<file path="config.mk">
export PLATFORM = sky130hd
export DESIGN_NAME = instr_encoder
export DESIGN_NICKNAME = d
export VERILOG_FILES = /design/src/rtl/instr_encoder_pkg.sv /design/src/rtl/instr_encoder_imm_packer.sv /design/src/rtl/instr_encoder.sv
export SDC_FILE = /design/constraint.sdc
export NUM_CORES = 1
export LEC_CHECK = 0
export ABC_AREA = 1
export CORE_MARGIN = 2
export CORE_UTILIZATION = 45
export DETAILED_ROUTE_END_ITERATION = 7
export MAX_ROUTING_LAYER = met4
export PLACE_DENSITY = 0.75
export SLEW_MARGIN = 20
export SYNTH_ARGS = -nofsm -noshare
export SYNTH_HDL_FRONTEND = slang
export SYNTH_SLANG_ARGS = --single-unit
</file>
<file path="constraint.sdc">
create_clock -name clk_i -period 2 [get_ports clk_i]
set_input_delay 0.4 -clock clk_i [delete_from_list [all_inputs] [get_ports clk_i]]
set_output_delay 0.4 -clock clk_i [all_outputs]
set_load 0.1 [all_outputs]
</file>
<file path="src/rtl/instr_encoder_pkg.sv">
// instr_encoder_pkg: shared types, opcodes and instruction-format unions for the encoder.
//   bus32_t      - 32-bit instruction word
//   enc_kind_t   - request kinds accepted by instr_encoder
//   instr_fmt_t  - packed union overlaying the U/I/S formats on a raw word
package instr_encoder_pkg;
    typedef logic [31:0] bus32_t;
    typedef enum logic [2:0] {
        ENC_LUI   = 3'd0,
        ENC_AUIPC = 3'd1,
        ENC_ALU_I = 3'd2,
        ENC_LW    = 3'd3,
        ENC_SW    = 3'd4,
        ENC_LI    = 3'd5
    } enc_kind_t;
    localparam logic [6:0] OP_LUI   = 7'b0110111;
    localparam logic [6:0] OP_AUIPC = 7'b0010111;
    localparam logic [6:0] OP_ALU_I = 7'b0010011;
    localparam logic [6:0] OP_LW    = 7'b0000011;
    localparam logic [6:0] OP_SW    = 7'b0100011;
    localparam logic [2:0] F3_WORD  = 3'b010;
    localparam bus32_t     NOP      = 32'h00000013;
    typedef struct packed {
        logic [19:0] imm;
        logic [4:0]  rd;
        logic [6:0]  opcode;
    } u_fmt_t;
    typedef struct packed {
        logic [11:0] imm;
        logic [4:0]  rs1;
        logic [2:0]  funct3;
        logic [4:0]  rd;
        logic [6:0]  opcode;
    } i_fmt_t;
    typedef struct packed {
        logic [6:0] imm_hi;
        logic [4:0] rs2;
        logic [4:0] rs1;
        logic [2:0] funct3;
        logic [4:0] imm_lo;
        logic [6:0] opcode;
    } s_fmt_t;
    typedef union packed {
        bus32_t raw;
        u_fmt_t u;
        i_fmt_t i;
        s_fmt_t s;
    } instr_fmt_t;
    function automatic bus32_t enc_u(logic [19:0] imm, logic [4:0] rd, logic [6:0] op);
        instr_fmt_t w;
        w.u = '{imm: imm, rd: rd, opcode: op};
        return w.raw;
    endfunction
    function automatic bus32_t enc_i(logic [11:0] imm, logic [4:0] rs1, logic [2:0] f3,
                                     logic [4:0] rd, logic [6:0] op);
        instr_fmt_t w;
        w.i = '{imm: imm, rs1: rs1, funct3: f3, rd: rd, opcode: op};
        return w.raw;
    endfunction
    function automatic bus32_t enc_s(logic [11:0] imm, logic [4:0] rs2, logic [4:0] rs1,
                                     logic [6:0] op);
        instr_fmt_t w;
        w.s = '{imm_hi: imm[11:5], rs2: rs2, rs1: rs1, funct3: F3_WORD, imm_lo: imm[4:0], opcode: op};
        return w.raw;
    endfunction
endpackage

</file>
<file path="src/rtl/instr_encoder_imm_packer.sv">
// imm_packer: combinational packing of one request into its instruction word(s) plus range error.
//   kind/funct3/rd/rs1/rs2/imm - request fields
//   word   - first (or only) encoded word
//   second - ADDI word of a two-word LI
//   two    - request expands into two words
//   err    - immediate out of range for the first word
module imm_packer
    import instr_encoder_pkg::*;
#(
    parameter int RANGE_CHECK = 1
) (
    input  logic [2:0]  kind,
    input  logic [2:0]  funct3,
    input  logic [4:0]  rd,
    input  logic [4:0]  rs1,
    input  logic [4:0]  rs2,
    input  logic [31:0] imm,
    output logic [31:0] word,
    output logic [31:0] second,
    output logic        two,
    output logic        err
);
    enc_kind_t   k;
    logic [31:0] li_sum;
    logic [19:0] hi;
    logic [11:0] lo;
    logic        i_err, sh_err, raw_err;
    assign k      = enc_kind_t'(kind);
    // Rounding by 0x800 compensates for ADDI sign-extending its 12-bit immediate.
    assign li_sum = imm + 32'h800;
    assign hi     = li_sum[31:12];
    assign lo     = imm[11:0];
    // A 12-bit signed immediate fits when bits 31..11 are all copies of the sign.
    assign i_err  = !(&imm[31:11] || ~|imm[31:11]);
    // imm[10] selects SRAI; it is only meaningful for funct3 101.
    assign sh_err = |imm[31:11] || |imm[9:5] || (funct3 == 3'b001 && imm[10]);
    always_comb begin
        word    = NOP;
        second  = '0;
        two     = 1'b0;
        raw_err = 1'b0;
        case (k)
            ENC_LUI: begin
                word    = enc_u(imm[31:12], rd, OP_LUI);
                raw_err = |imm[11:0];
            end
            ENC_AUIPC: begin
                word    = enc_u(imm[31:12], rd, OP_AUIPC);
                raw_err = |imm[11:0];
            end
            ENC_ALU_I: begin
                word    = enc_i(imm[11:0], rs1, funct3, rd, OP_ALU_I);
                raw_err = funct3[1:0] == 2'b01 ? sh_err : i_err;
            end
            ENC_LW: begin
                word    = enc_i(imm[11:0], rs1, F3_WORD, rd, OP_LW);
                raw_err = i_err;
            end
            ENC_SW: begin
                word    = enc_s(imm[11:0], rs2, rs1, OP_SW);
                raw_err = i_err;
            end
            ENC_LI: begin
                word    = hi == '0 ? enc_i(lo, 5'd0, 3'd0, rd, OP_ALU_I) : enc_u(hi, rd, OP_LUI);
                second  = enc_i(lo, rd, 3'd0, rd, OP_ALU_I);
                two     = hi != '0 && lo != '0;
            end
            default: raw_err = 1'b1;
        endcase
    end
    assign err = (RANGE_CHECK != 0) && raw_err;
endmodule

</file>
<file path="src/rtl/instr_encoder.sv">
// instr_encoder: encodes field-level requests into RV32I words on a registered valid/ready stream.
//   clk_i, rstn_i                     - clock, async active-low reset
//   req_valid_i/req_ready_o           - request handshake
//   req_kind_i..req_imm_i             - request fields
//   instr_valid_o/instr_ready_i       - output handshake
//   instr_o, instr_err_o, instr_last_o - encoded word, range error, last word of request
module instr_encoder
    import instr_encoder_pkg::*;
#(
    parameter int RANGE_CHECK = 1
) (
    input  logic        clk_i,
    input  logic        rstn_i,
    input  logic        req_valid_i,
    output logic        req_ready_o,
    input  logic [2:0]  req_kind_i,
    input  logic [2:0]  req_funct3_i,
    input  logic [4:0]  req_rd_i,
    input  logic [4:0]  req_rs1_i,
    input  logic [4:0]  req_rs2_i,
    input  logic [31:0] req_imm_i,
    output logic        instr_valid_o,
    input  logic        instr_ready_i,
    output logic [31:0] instr_o,
    output logic        instr_err_o,
    output logic        instr_last_o
);
    typedef enum logic {IDLE, LI_LO} state_t;
    state_t      state, state_n;
    bus32_t      pend, p_word, p_second, word_n;
    logic        p_two, p_err, out_free, accept, load, err_n, last_n;
    imm_packer #(.RANGE_CHECK(RANGE_CHECK)) u_pack (
        .kind   (req_kind_i),
        .funct3 (req_funct3_i),
        .rd     (req_rd_i),
        .rs1    (req_rs1_i),
        .rs2    (req_rs2_i),
        .imm    (req_imm_i),
        .word   (p_word),
        .second (p_second),
        .two    (p_two),
        .err    (p_err)
    );
    assign out_free    = !instr_valid_o || instr_ready_i;
    assign req_ready_o = out_free && state == IDLE;
    assign accept      = req_valid_i && req_ready_o;
    always_comb begin
        state_n = state;
        load    = accept;
        word_n  = p_word;
        err_n   = p_err;
        last_n  = !p_two;
        if (state == IDLE) begin
            state_n = accept && p_two ? LI_LO : IDLE;
        end else if (out_free) begin
            state_n = IDLE;
            load    = 1'b1;
            word_n  = pend;
            err_n   = 1'b0;
            last_n  = 1'b1;
        end
    end
    always_ff @(posedge clk_i or negedge rstn_i) begin
        if (!rstn_i) begin
            state         <= IDLE;
            instr_valid_o <= 1'b0;
            instr_o       <= '0;
            instr_err_o   <= 1'b0;
            instr_last_o  <= 1'b0;
            pend          <= '0;
        end else begin
            state <= state_n;
            if (load) begin
                instr_valid_o <= 1'b1;
                instr_o       <= word_n;
                instr_err_o   <= err_n;
                instr_last_o  <= last_n;
            end else if (instr_ready_i) begin
                instr_valid_o <= 1'b0;
            end
            if (accept) pend <= p_second;
        end
    end
endmodule

</file>
== Word-level counts from Yosys, hierarchy flattened ==
Cells that the tools add are included.
Storage, ports and cells
  bits in registers: 68
  bits in latches: 0
  RAM bits: 0
  bits in read-only memories: 0
  bits of input ports: 57
  output and inout bits: 36
  word-level logic and storage cells: 58
  memories: 0
Cells by class
  add/sub/neg operators: 1
  $mul: 0
  div/mod/pow operators: 0
  $lt $le $gt $ge: 0
  equality and inequality tests: 7
  shift operators: 0
  muxes and demuxes: 19
  bitwise operators: 1
  reduce and logical (&&, ||, !) cells: 24
Operators with widths (number)
  32-bit one-hot mux with 6 select lines: 1
  32-bit two-way mux: 4
  32-bit by 12-bit adder with 32-bit output (second input constant): 1
  21-bit AND reduction: 1
  21-bit OR reduction: 1
  20-bit zero test: 1
  20-bit nonzero test: 1
  1-bit two-way mux: 13
  12-bit nonzero test: 1
  12-bit OR reduction: 1
  3-bit by 1-bit == test with 1-bit output (second input constant): 2
  3-bit by 2-bit == test with 1-bit output (second input constant): 2
  3-bit == test (second input constant): 2
  1-bit logical AND: 5
  5-bit OR reduction: 1
  1-bit zero test: 4
  1-bit logical OR: 4
  1-bit one-hot mux with 4 select lines: 1
  2-bit OR reduction: 2
  3-bit zero test: 1
  2-bit by 1-bit == test with 1-bit output (second input constant): 1
  2-bit nonzero test: 1
  1-bit NOT: 1

== Logic depth before layout (Yosys ltp) ==
  depth after elaboration: 8
  gate-level depth with buffers: 17
  gate-level depth less buffers: 16

== Hierarchy ==
Synthesis repeated with hierarchy kept, for this count alone.
Unflattened totals
  cell total of the unflattened synthesis: 692
  area total of the unflattened synthesis: 4953.5 µm²
By module, submodules not included
  instr_encoder: times used 1, cells an instance 339, area each 3201.8 µm², sequential area each 1701.6 µm²
  imm_packer: times used 1, cells an instance 353, area each 1751.7 µm², sequential area each 0.0 µm²

== Least setup slack after synthesis ==
OpenSTA, ideal clock, no wires.
  path kind: register to register
  from: register instr_valid_o
  to: register instr_o[24]
  setup time: 117 ps
  data arrival time: 3393 ps
  required time: 1883 ps
  slack: -1510 ps
  stages on the path, launching flop included: 12
  path buffers: 1
  clock period less this slack: 3510 ps
  path through: dfrtp_1 inv_1 nor2_1 nor2_1 nand2_1 clkinv_1 nor2_1 clkbuf_1 nand2_1 o21ai_0 inv_1 nand2_1
Between the ends
  cells in the longest elaborated chain, start to end: 6
  elaborated cells on any way between the ends: 8
  those cells by class: mux (4); reduce/logical (4)
RTL lines
  start, declared: RTL line instr_encoder.sv:22  | output logic instr_valid_o,
  start signal, assigned: RTL line instr_encoder.sv:66  | instr_valid_o <= 1'b0;
  start signal, assigned: RTL line instr_encoder.sv:74  | instr_valid_o <= 1'b1;
  start signal, assigned: RTL line instr_encoder.sv:79  | instr_valid_o <= 1'b0;
  1-bit zero test *: RTL line instr_encoder.sv:44  | assign out_free = !instr_valid_o || instr_ready_i;
  1-bit logical OR *: RTL line instr_encoder.sv:44
  1-bit logical AND *: RTL line instr_encoder.sv:45  | assign req_ready_o = out_free && state == IDLE;
  via req_ready_o: RTL line instr_encoder.sv:15  | output logic req_ready_o,
  1-bit logical AND *: RTL line instr_encoder.sv:46  | assign accept = req_valid_i && req_ready_o;
  1-bit two-way mux: RTL line instr_encoder.sv:55  | end else if (out_free) begin
  1-bit two-way mux *: RTL line instr_encoder.sv:53  | if (state == IDLE) begin
  end signal, assigned: RTL line instr_encoder.sv:75  | instr_o <= word_n;
  end, declared: RTL line instr_encoder.sv:24  | output logic [31:0] instr_o,
The timed path passes the listed nets; every way through them passes the cells marked *.
A chain may end at the register's enable or synchronous reset.

== Worst setup path after layout ==
  from: input req_imm_i[13]
  to: register instr_o[31]
Between the ends
  cells in the longest elaborated chain, start to end: 6
RTL lines
  start, declared: RTL line instr_encoder.sv:21  | input logic [31:0] req_imm_i,
  32-bit by 12-bit adder with 32-bit output *: RTL line instr_encoder_imm_packer.sv:30  | assign li_sum = imm + 32'h800;
  20-bit zero test: RTL line instr_encoder_imm_packer.sv:64  | word = hi == '0 ? enc_i(lo, 5'd0, 3'd0, rd, OP_ALU_I) : enc_u(hi, rd, OP_LUI);
  32-bit two-way mux *: RTL line instr_encoder_imm_packer.sv:64
  32-bit one-hot mux with 6 select lines *: RTL line instr_encoder_imm_packer.sv:42  | case (k)
  32-bit two-way mux: RTL line instr_encoder.sv:55
  32-bit two-way mux *: RTL line instr_encoder.sv:53
Mark *: on every way between the ends. The rest lies on a longest branch, timed or not.

==> key figures <==
Status
  • Status: finished, final reports clean

Route
  • DRT iter0 DRCs: slightly above 300
  • Post-route ant nets: 0
  • Per-cell routed wire length: between 15 and 20 um
  • Routed wire length: approximately 13000 um
  • Via count: 4398
  • Drt pass-1 iters: 8
  • Vias per inst: around 5.3
  • Number of remaining DRC errors: 0

STA
  • Peak Freq: 0.515 GHz
  • Worst Max-Slew Pin Slew: around 0.5 ns
  • Slew HR: 0.670
  • RSZ-0062 raised after global routing: true
  • Setup ws final: ~0.059 ns
  • Slew Limit Fails: 0
  • TNS Setup: 0 ns
  • # setup viols final: 0
  • Clock skew: ~0.014 ns
  • Period minus WS final: 1.94 ns
  • Post-route clock period utilization: 0.970
  • Final hold violation count: 0
  • Hold WS: roughly 0.027 ns

Finish
  • Layout cells sized above 1: 0.348
  • Layout Nets: 783
  • Final Instance Area: 0.00563 sq mm
  • Fillers: between 600 and 700
  • Fin cells: 827
  • Core Util, Final: 0.728
  • Area grow syn2layout: 56.5%
  • N_diodes: 0

Yosys
  • Top-area cell type share of the netlist area: 0.355
  • Syn. warnings: 0
  • Syn avg cell area: approximately 6.8 sq um
  • Mux contribution to synthesized area: 0
  • Seq/Total Area, Yosys: 0.355
  • Synth Area in XOR/XNOR: 0.00487
  • Synth Area in Adders: 0.00696
  • Synth unique cells: 37
  • Simple-gate portion of the synthesized area: 0.361
  • Area leader, netlist: dfrtp_1
  • Cell count after synthesis: between 500 and 600
  • Compound-Gate Fraction of Synth Area: 0.154
  • Synth top area cells: dfrtp_1, nand2_1, inv_1
  • Flops & latches, synth: 51
  • Largest family of logic cells by synthesized area: simple AND/OR/NAND/NOR gates
  • Post-Syn Area: 0.00359 sq mm

Power
  • Sw frac: 0.480
  • Net switching power of the design: between 1.5 and 2 mW
  • Combinational power share: 0.513
  • Clock Power Share: 0.159
  • Max VDD drop: roughly 0.00049 V
  • Internal power: 1.96 mW
  • Power Density: approximately 670 mW/mm^2
  • Share of power burned in registers: 0.328
  • Total power: 3.77 mW
  • Leakage: between 2 and 3 nW

Worst setup path
  • Crit path cell chain: buf_4 > nand2_2 > nor2_4 > nand2_4 > buf_4 > o21ai_0 > nand2_2 > nand3_2 > nor2_4 > nand3_4 > nand2_2 > nand3_1 > nand2_1 > nand2_1 > nand2_1
  • Register-to-register path setup slack: roughly 0.36 ns
  • Critical path's slowest cell: o21ai_0
  • Worst-path fanout max: 8
  • Reg-to-reg startpoint: instr_valid_o
  • CP bufs+invs: 2
  • Worst setup SP type: input pin
  • End of the worst register-to-register path: instr_last_o
  • Crit-path max cell delay: 0.22 ns
  • Family with the most delay on the worst path: simple AND/OR/NAND/NOR gates
  • Cells on worst reg2reg path: 9
  • CP arrival: 2.13 ns
  • Setup Crit Path Kind: in2reg
  • Crit. End Element: register
  • Critical path required time: 2.19 ns

Die
  • Rows: 32
  • I/O pin count: 93
  • Initial Util: 0.465
  • Core ar.: ~0.0077 sq mm
  • Die Area: 0.00872 sq mm
  • Die Width: roughly 93 um
  • Die H: 93.4 um

Placement
  • Port bufs: 90
  • Placed Cells incl. Taps: between 800 and 900
  • GP Congestion: slightly below 1
  • Post-DP HPWL: roughly 10000 um
  • Dpl cell area: about 0.0053 sq mm
  • Dpl ws: -0.753 ns

Global route
  • Pin count of the biggest net entering global routing: 19
  • Initial antenna violation count: 0
  • Vias in the first global route: between 4000 and 5000
  • Global Route Usage Sum: 0.294
  • First-pass GRT wire length: 20000 um
  • GRT overflow: 0

CTS
  • Clock sink total: 51
  • Clk buf depth: 2
  • CTS tree: yes
  • CTS buffer count: 5
  • Clk root buf: clkbuf_8
  • Clock Latency Late Sink: around 0.30 ns
  • H-tree Lvls: 2
  • Clk slew on worst S/H paths: ~0.1 ns

Flow run
  • Max-Cap Viols: 0

Min path
  • Worst hold path class: in2async
[cell usage after synthesis]
library cell  count
clkbuf_1          7
a21oi_1           6
nor2_4            8
o21ai_0          35
o21a_1            1
a221o_1           1
nor2_1           34
nand2_2           6
a21o_1            1
nand3_2           2
conb_1            1
buf_4             6
o21bai_1          2
inv_2             3
nand4_1          20
a22o_1            2
inv_1            80
a221oi_1          5
nand2_1         165
o211ai_1          2
ha_1              2
buf_2             5
nor3_1            5
nand3_4           1
a22oi_1          13
nor4_1            3
xor2_1            2
o22ai_1          20
buf_6             1
or2_2             1
nand2_4           1
o221ai_1          1
nor2_2            4
nand3_1          32
clkinv_1          1
and2_1            2
dfrtp_1          51
[worst max-delay path by stage]
stage                             start            to  slack [ns]  depth (start not counted)
after floorplan           instr_valid_o   instr_o[24]       -0.07                         11
after global placement    req_imm_i[11]   instr_o[31]       -0.68                         16
after detailed placement  req_imm_i[11]   instr_o[31]       -0.75                         16
after CTS                 req_imm_i[17]   instr_o[31]       0.008                         16
after global routing      req_imm_i[14]  instr_last_o       -0.04                         13
final                     req_imm_i[13]   instr_o[31]        0.06                         15
[power by group through the flow]
stage / Sequential [mW] / Combinational [mW] / Clock, mW
floorplan: 2.05 / 0.453 / 0
global placement: 1.25 / 1.88 / 0
detailed placement: 1.26 / 1.89 / 0
CTS: 1.23 / 1.90 / 0.609
global route: 1.25 / 2.02 / 0.651
finish: 1.24 / 1.93 / 0.599
[flip-flops by register name (all words and copies together), names as in the netlist]
register and count:
instr_err_o 1, state 1, instr_last_o 1, instr_valid_o 1, instr_o 29, pend 18
[area by class of cell]
class                   instances  area [sq um]  area share
multi-input cells             380          2150       0.383
repair buffers                202          1650       0.294
flip-flops and latches         51          1280       0.228
inverters                      84           323      0.0574
well taps                     102           128      0.0227
clock buffers                   5          68.8      0.0122
clock inverters                 3          18.8     0.00334
[cells in the final DEF (no fill, tap or decap), types with 3 or more instances in the layout]
master	count
o21ai_0	23
o22ai_1	20
dfrtp_1	50
buf_12	4
a221oi_1	5
inv_2	4
nor2_2	9
nor4_1	3
nand3_1	26
buf_4	140
nand3_4	3
a21oi_1	6
nand2_4	4
nand2_1	139
nor2_4	14
nand4_1	20
a22oi_1	13
nand2_2	29
clkbuf_2	12
inv_1	78
nand3_2	7
o21ai_1	12
nor2_1	23
buf_6	4
clkdlybuf4s50_1	35
clkbuf_8	5
[routing by layer]
metal	wire length [um]	global-route usage	vias up
li1	-	-	2115
met1	5380	0.399	2036
met2	6140	0.465	211
met3	839	0.0250	36
met4	384	0.103	0
met5	0	-	-
[worst register-to-register path, cell delays in order (launching register included)]
cell and delay (ns):
dfrtp_4 0.49, inv_2 0.06, nor2_2 0.05, nor2_4 0.17
nand2_4 0.12, clkinv_4 0.09, buf_4 0.20, nand4_1 0.17
o21ai_0 0.12, nand2_1 0.06
[cells by family after synthesis]
| kind of cell | count (synthesis) |
|---|---|
| simple gates | 284 |
| other cells | 1 |
| fa+ha+maj | 2 |
| flops | 51 |
| compound gates | 89 |
| buf+inv | 103 |
| xor+xnor | 2 |
[timing repair]
item,in CTS,in global routing
hold buffers,0,0
gates resized for setup,55,72
gates cloned,1,0
buffers inserted,2,1
pin swaps,12,29
setup endpoints to repair,17,16
Note: power is estimated with default switching activity, not from simulation.
